$ cat config.mk
export PLATFORM = sky130hd
export DESIGN_NAME = fetch_controller
export DESIGN_NICKNAME = d
export VERILOG_FILES = /design/src/rtl/riscv_fetch_pkg.sv /design/src/rtl/fetch_queue.sv /design/src/rtl/fetch_controller.sv
export SDC_FILE = /design/constraint.sdc
export NUM_CORES = 1
export LEC_CHECK = 0
export ABC_CLOCK_PERIOD_IN_PS = 9200
export CAP_MARGIN = 10
export CORE_ASPECT_RATIO = 0.6
export CORE_MARGIN = 1.5
export CORE_UTILIZATION = 51
export CTS_CLUSTER_SIZE = 24
export DETAILED_ROUTE_END_ITERATION = 10
export PLACE_DENSITY = 0.87
export SLEW_MARGIN = 20
export SYNTH_ARGS = -nofsm -noshare
export SYNTH_HDL_FRONTEND = slang
export SYNTH_SLANG_ARGS = --single-unit
$ cat constraint.sdc
create_clock -name clk -period 9.2 [get_ports clk]
set_input_delay 1.84 -clock clk [delete_from_list [all_inputs] [get_ports clk]]
set_output_delay 1.84 -clock clk [all_outputs]
set_load 0.01 [all_outputs]
$ cat src/rtl/riscv_fetch_pkg.sv
// riscv_fetch_pkg: shared fetch-entry layout, control states and PC step.
package riscv_fetch_pkg;

    typedef struct packed {
        logic [63:0] pc;
        logic [31:0] instr;
    } fetch_entry_t;

    typedef enum logic {
        FETCH = 1'b0,
        HALT  = 1'b1
    } fetch_state_e;

    localparam logic [63:0] PC_INC = 64'd4;

endpackage

$ cat src/rtl/fetch_queue.sv
// fetch_queue: synchronous circular FIFO with flush, count and full/empty flags.
module fetch_queue #(
    parameter int DEPTH = 2,
    parameter int WIDTH = 96
) (
    input  logic                   clk,
    input  logic                   reset,
    input  logic                   push_i,
    input  logic                   pop_i,
    input  logic                   flush_i,
    input  logic [WIDTH-1:0]       wdata_i,
    output logic [WIDTH-1:0]       rdata_o,
    output logic [$clog2(DEPTH):0] count_o,
    output logic                   full_o,
    output logic                   empty_o
);

    localparam int AW = $clog2(DEPTH);

    logic [WIDTH-1:0] mem_q [DEPTH];
    logic [AW-1:0]    head_q, tail_q;
    logic [AW:0]      count_q, count_d;
    logic             do_push, do_pop;

    assign empty_o = count_q == '0;
    assign full_o  = count_q == (AW+1)'(DEPTH);
    assign do_pop  = pop_i && !empty_o;
    // A push into a full queue is legal when the head leaves in the same cycle.
    assign do_push = push_i && (!full_o || do_pop);
    assign rdata_o = mem_q[head_q];
    assign count_o = count_q;

    // Occupancy changes by +1, -1 or 0 depending on which side moved.
    always_comb begin
        count_d = count_q + (AW+1)'(do_push) - (AW+1)'(do_pop);
    end

    // Pointers wrap naturally because DEPTH is a power of two.
    always_ff @(posedge clk) begin
        if (reset || flush_i) begin
            head_q  <= '0;
            tail_q  <= '0;
            count_q <= '0;
        end else begin
            if (do_push) tail_q <= tail_q + 1'b1;
            if (do_pop) head_q <= head_q + 1'b1;
            count_q <= count_d;
        end
    end

    // Storage needs no reset; validity is tracked by count_q alone.
    always_ff @(posedge clk) begin
        if (do_push) mem_q[tail_q] <= wdata_i;
    end

endmodule

$ cat src/rtl/fetch_controller.sv
// fetch_controller: sequential instruction fetch with redirect, fault and end-of-memory halt.
module fetch_controller
    import riscv_fetch_pkg::*;
#(
    parameter logic [63:0] RESET_PC   = 64'd0,
    parameter int          IMEM_BYTES = 88,
    parameter int          QDEPTH     = 2
) (
    input  logic        clk,
    input  logic        reset,
    output logic [63:0] Inst_Address,
    input  logic [31:0] Instruction,
    input  logic        redirect_valid,
    input  logic [63:0] redirect_pc,
    input  logic        if_ready,
    output logic        if_valid,
    output logic [63:0] if_pc,
    output logic [31:0] if_instr,
    output logic        fetch_done,
    output logic        fetch_fault
);

    logic [63:0]          fetch_pc_q, fetch_pc_d;
    logic                 fetch_fault_q, fetch_fault_d;
    fetch_state_e         state;
    fetch_entry_t         head, tail_entry;
    logic                 push, pop, q_full, q_empty;
    logic [$clog2(QDEPTH):0] q_count;

    assign Inst_Address = fetch_pc_q;
    assign fetch_fault  = fetch_fault_q;
    // 65-bit compare keeps a PC near 2^64 from wrapping back into range.
    assign fetch_done   = ({1'b0, fetch_pc_q} + 65'(PC_INC)) > 65'(IMEM_BYTES);
    assign state        = (fetch_fault_q || fetch_done) ? HALT : FETCH;
    assign pop          = if_valid && if_ready;
    assign push         = !redirect_valid && state == FETCH && (!q_full || pop);
    assign tail_entry   = '{pc: fetch_pc_q, instr: Instruction};
    assign if_valid     = q_count != '0;
    assign if_pc        = q_empty ? 64'd0 : head.pc;
    assign if_instr     = q_empty ? 32'd0 : head.instr;

    fetch_queue #(
        .DEPTH(QDEPTH),
        .WIDTH($bits(fetch_entry_t))
    ) u_queue (
        .clk    (clk),
        .reset  (reset),
        .push_i (push),
        .pop_i  (pop && !redirect_valid),
        .flush_i(redirect_valid),
        .wdata_i(tail_entry),
        .rdata_o(head),
        .count_o(q_count),
        .full_o (q_full),
        .empty_o(q_empty)
    );

    // Redirect wins over sequential advance; a misaligned target only raises the fault.
    always_comb begin
        fetch_pc_d    = redirect_valid ? (redirect_pc[1:0] == 2'b00 ? redirect_pc : fetch_pc_q)
                                       : (push ? fetch_pc_q + PC_INC : fetch_pc_q);
        fetch_fault_d = redirect_valid ? (redirect_pc[1:0] != 2'b00) : fetch_fault_q;
    end

    // Fetch PC and sticky fault register.
    always_ff @(posedge clk) begin
        if (reset) begin
            fetch_pc_q    <= RESET_PC;
            fetch_fault_q <= 1'b0;
        end else begin
            fetch_pc_q    <= fetch_pc_d;
            fetch_fault_q <= fetch_fault_d;
        end
    end

endmodule
* Word-level counts from Yosys, hierarchy flattened
Memory sizes are Yosys's and may differ from the RTL's. A register that Yosys moved wholly into a read port is not among the register bits.
Cells that the tools add are included.
** Operators by class
- Reductions and logical operators :: 19
- Order comparisons :: 1
- Eq/ne operators :: 2
- $add $sub $neg :: 6
- Bitwise operators :: 1
- Muxes and demuxes :: 10
** Operators with widths (number)
- 64-bit two-way mux :: 4
- 64-bit by 3-bit adder with 65-bit output (second input constant) :: 1
- 65-bit by 7-bit > comparator with 1-bit output (second input constant) :: 1
- 64-bit by 3-bit adder with 64-bit output (second input constant) :: 1
- 32-bit two-way mux :: 1
- 1-bit logical AND :: 6
- 2-bit nonzero test :: 3
- 1-bit two-way mux :: 5
- 2-bit logical NOT :: 2
- 1-bit logical OR :: 4
- 1-bit logical NOT :: 3
- 1-bit adder (second input constant) :: 2
- 2-bit by 1-bit adder with 2-bit output :: 1
- 2-bit == test (second input constant) :: 1
- 2-bit by 1-bit inequality test with 1-bit output (second input constant) :: 1
- 2-bit AND reduction :: 1
- 2-bit by 1-bit subtractor with 2-bit output :: 1
- 1-bit inverter :: 1
** Word-level totals
- Logic and storage cells :: 45
- Memories kept :: 1
- Input bits :: 100
- Bits in writable memories :: 192
- Flip-flop bits (word level) :: 69
** Memory list
- u_queue.mem_q :: words 2, bits a word 96, read ports 1, clocked after memory_dff 1, write ports 1, line fetch_queue.sv:20 : logic [WIDTH-1:0] mem_q [DEPTH];

* Logic depth before layout (Yosys ltp)
- Depth after elaboration :: 10
- Depth in mapped cells :: 15
- Depth with buffers taken out :: 14

* By module
A second synthesis with hierarchy kept.
** Unflattened totals
- Cell total of the unflattened synthesis :: 1043
- Area total of the unflattened synthesis :: 12224.2 sq um
** By module, submodules not included
- fetch_queue :: sequential area each 5865.6 sq um, instances 1, cells an instance 332, area each 7191.9 sq um
- fetch_controller :: sequential area each 1301.2 sq um, instances 1, cells an instance 711, area each 5032.3 sq um

* Least setup slack after synthesis
Ideal clock, no wire load.
- Path kind :: register -> register
- From :: register fetch_pc_q[2] (netlist: Inst_Address[2])
- To :: memory u_queue.mem_q[0][0], enable pin
- Stages on the path, launching flop included :: 12
- Slack :: 1.780 ns
- Setup time :: 0.552 ns
- Required time :: 8.648 ns
- Data arrival time :: 6.868 ns
- Cell sequence :: dfxtp_1 -> ha_1 -> clkbuf_1 -> nand3_1 -> nor4_4 -> nand2_1 -> xor2_1 -> nand4b_1 -> or4_1 -> nor4_4 -> nand2_2 -> nor2_1
** On the way
- Longest elaborated chain between the ends :: 10
** RTL lines
- from (decl) :: line fetch_controller.sv:23 : logic [63:0] fetch_pc_q, fetch_pc_d;
- from (signal assigned) :: line fetch_controller.sv:71 : fetch_pc_q <= fetch_pc_d;
- 64-bit by 3-bit adder with 65-bit output :: line fetch_controller.sv:33 : assign fetch_done = ({1'b0, fetch_pc_q} + 65'(PC_INC)) > 65'(IMEM_BYTES);
- 65-bit by 7-bit > comparator with 1-bit output :: line fetch_controller.sv:33
- 1-bit logical OR :: line fetch_controller.sv:34 : assign state = (fetch_fault_q || fetch_done) ? HALT : FETCH;
- 1-bit two-way mux :: line fetch_controller.sv:34
- 1-bit inverter :: line fetch_controller.sv:36 : assign push = !redirect_valid && state == FETCH && (!q_full || pop);
- 1-bit logical AND (2 in series) :: line fetch_controller.sv:36
- 1-bit logical AND :: line fetch_queue.sv:29 : assign do_push = push_i && (!full_o || do_pop);
- 1-bit two-way mux :: line fetch_queue.sv:53 : if (do_push) mem_q[tail_q] <= wdata_i;
- 1-bit two-way mux (not written as such) :: line fetch_queue.sv:53
- to (decl) :: line fetch_queue.sv:20
No other way between the ends.

* Worst setup path in the final report
- From :: register fetch_pc_q[2] (netlist: Inst_Address[2])
- To :: output fetch_done
** On the way
- Longest elaborated chain between the ends :: 2
** RTL lines
- 64-bit by 3-bit adder with 65-bit output :: line fetch_controller.sv:33
- 65-bit by 7-bit > comparator with 1-bit output :: line fetch_controller.sv:33
- to (decl) :: line fetch_controller.sv:19 : output logic fetch_done,
No other way between the ends.

==> reports/summary.txt <==
Status - completed
Hold depth - 0
Total CTS buffers - 23
Placer Congestion - 1.01
Inst Count DP - 1532
Hold Slack - 0.526 ns
Hold Path Class - reg -> reg
Remaining antenna violation count - 0
Worst Path Arrival - 4.45 ns
Nets@finish - 1353
Post-synth top area share - 0.491
Synth Area in Compound Gates - 0.0670
Fin cells - 1573
Max_cap viols - 0
Worst Reg2Reg Path Length in Cells - 11
Startpoint types - flip-flop
Worst Setup End Kind - output pin
Vias in the first global route - 8652
Tmin final - 6.29 ns
Pwr Density - 162 mW/mm^2
Seq cells post-synth - 262
R2R Setup Slk - 3.61 ns
Drc violations - 0
Worst Path Required - 7.36 ns
Post-CTS resize count - 0
Antenna fix cells - 0
Synth Cell Area - 0.0117 mm^2
Worst Setup SP - Inst_Address[2]
Post-Synth Simple-Gate Area - 0.176
IO Count - 263
Top cells by area, synth - edfxtp_1, dfxtp_1, mux2i_1
Die area - 0.0240 mm^2
Initial core utilization - 0.526
Prevailing post-synth register cell - edfxtp_1
Syn_area_per_cell - 11.6 um^2
Crit Reg-Reg Startpoint - Inst_Address[2]
Multiplexer area fraction after synthesis - 0.0887
Leakage - 4.89 nW
Clock root buffer - clkbuf_16
Post-synth EDFFs - 192
PortBufs - 262
HPWL after detailed placement - 23.2 mm
Vias/cell - 5.81
Synth cell types - 61
Adder and majority gate portion of the synthesized area - 0.00426
CTS clk-pin slew, worst paths - 0.07 ns
Fillers - 1669
F_max - 159 MHz
TNS Setup - 0 ns
CTS HTree Levels - 1
Initial antenna violation count - 0
Layout cells sized above 1 - 0.0561
RSZ-0062 raised after global routing - false
Syn Inst Count - 1014
Syn-to-layout area delta - 30.5%
Register area share after synthesis - 0.610
Longest Clk Path Bufs - 3
Worst-margin pin slew - 0.981 ns
Final setup viols - 0
Site Rows - 42
Largest net degree at the start of global routing - 80
TritonCTS clock tree - yes
Post-Syn Nets - 1118
Crit share post-route - 0.684
Largest family of logic cells by synthesized area - simple AND/OR/NAND/NOR gates
Synth area leader - edfxtp_1
CTS Sinks - 262
Skew-Pair Late Insertion Delay - 0.51 ns
Critical setup path kind - reg -> out
Die H - 121 um
Placeable Area - 0.0223 mm^2
Synthesis Warnings - 0
Final core occ - 0.686
GR Overflow Total - 0
Routed wire length - 33.4 mm
First-pass GRT wire length - 50.7 mm
Setup Fix Bufs, Post-CTS - 0
Die Width - 199 um
GRT Resource Usage Total - 0.278
Share of flip-flops with an asynchronous set or reset - 0
Worst-case vdd ir drop - 0.121 mV
Post-Synth XOR/XNOR Area - 0.0291
DR pass1 iterations - 5
HP Start - Inst_Address[0]
Via Count - 9134
Crit Path Max Fanout - 12
Per-cell routed wire length - 21.3 um
Max-slew violations - 0
Iter 0 DRT Violations - 855
Slew HR - 0.344
Clock skew - 0.00869 ns
Final Hold Fails - 0
CTS hold repair buffers - 0
[critical path, cell delays in order, from the launching register on]
cell	delay [ns]
dfxtp_1	0.55
ha_1	0.37
nand3_1	0.24
nor4_4	0.40
nand3_2	0.31
or4_1	0.57
a22oi_1	0.25
nand4_1	0.20
nor4_4	0.35
nand2_1	0.17
clkdlybuf4s50_1	0.52
[state kept, by name, indices dropped and copies added (netlist names), named ones only]
signal,flops
Inst_Address,64
fetch_fault,1
u_queue.count_o,2
u_queue.head_q,1
u_queue.mem_q,192
u_queue.tail_q,1
[routing by layer]
metal  routed length (um)  share of wire  track usage  up-vias
met5                    0              0            0        -
met4                  678          0.020       0.0545        0
met3                 3240          0.097       0.0566       48
met2                14400           0.43        0.413      452
met1                15100           0.45        0.422     4411
li1                     -              -            -     4223
[cell usage in the layout, fill, tap and decap left out, types with 4 or more instances in the layout]
cell / count
a21oi_1: 34
nand3b_1: 12
xnor2_1: 25
o31ai_1: 15
and2_1: 4
and4_1: 5
dfxtp_1: 69
a22oi_1: 5
and3_1: 6
nor4_1: 19
or4_1: 4
a211oi_1: 4
mux2i_1: 104
nor3_1: 23
o41ai_1: 5
a31oi_1: 6
inv_1: 14
or3_1: 4
nand4_1: 34
clkbuf_8: 5
nand3_1: 27
buf_4: 9
clkbuf_1: 5
nand2_1: 103
xor2_1: 14
o21ai_0: 17
clkdlybuf4s50_1: 260
edfxtp_1: 192
ha_1: 4
clkinv_2: 6
a22o_1: 16
nor2_1: 141
clkbuf_16: 23
[final timing paths]
check	endpoint
setup / recovery	fetch_done
hold / removal	u_queue.mem_q[1][32]
setup reg to reg	u_queue.mem_q[0][12]
hold reg to reg	u_queue.mem_q[1][32]
[Yosys cell counts (2+ instances only)]
master and n:
nand3_2 2, a22o_1 16, nand4_1 34, buf_1 9
buf_2 7, clkbuf_2 2, ha_1 4, and2_1 4
or3_1 4, mux2i_1 104, or4_1 4, or2_2 2
or4b_1 2, nor4_1 19, and4_1 5, nor4_4 3
a22oi_1 5, a2111oi_2 2, nand3_1 27, and3_1 6
nor2_1 144, inv_1 14, clkbuf_1 43, xnor2_1 25
nand3b_1 12, edfxtp_1 192, o41ai_1 5, a31o_2 2
nand2_1 103, nand4b_1 3, xor2_1 14, o211ai_1 2
a21oi_1 34, a31oi_1 6, dfxtp_1 70, nor2b_1 3
nor3_1 23, nor4_2 2, o21ai_0 17, o31ai_1 15
a211oi_1 4
[layout make-up]
type	instances	area, um^2	share of cell area
clock buffer	33	663	0.0433
clock inverter	8	63.8	0.00416
inverter	14	52.6	0.00343
multi-input combinational	677	4310	0.281
sequential	262	7170	0.468
tap	308	385	0.0251
timing repair buffer	271	2680	0.175
[power by group]
group          internal (W)  switching [W]
Sequential          0.00130      0.0000346
Clock              0.000528       0.000410
Combinational      0.000108       0.000111
[logic make-up (layout without fill, tap and decap cells)]
kind of cell | after synthesis | in the layout
multiplexers | 104 | 104
AND/OR/NAND/NOR | 414 | 414
buffers and inverters | 75 | 326
AO/OA/AOI/OAI | 116 | 116
XOR/XNOR | 39 | 39
flip-flops | 262 | 262
adder cells (fa/ha/maj) | 4 | 4
[through the flow]
step | total power, W | instance area, um^2 | setup WS, ns
floorplan | 0.00145 | 11700 | 1.78
global placement | 0.00157 | 14600 | 3.61
detailed placement | 0.00157 | 14600 | 3.50
CTS | 0.00249 | 15300 | 2.95
global route | 0.00256 | 15300 | 2.64
finish | 0.00249 | 15300 | 2.91
Note: power is estimated with default switching activity, not from simulation.
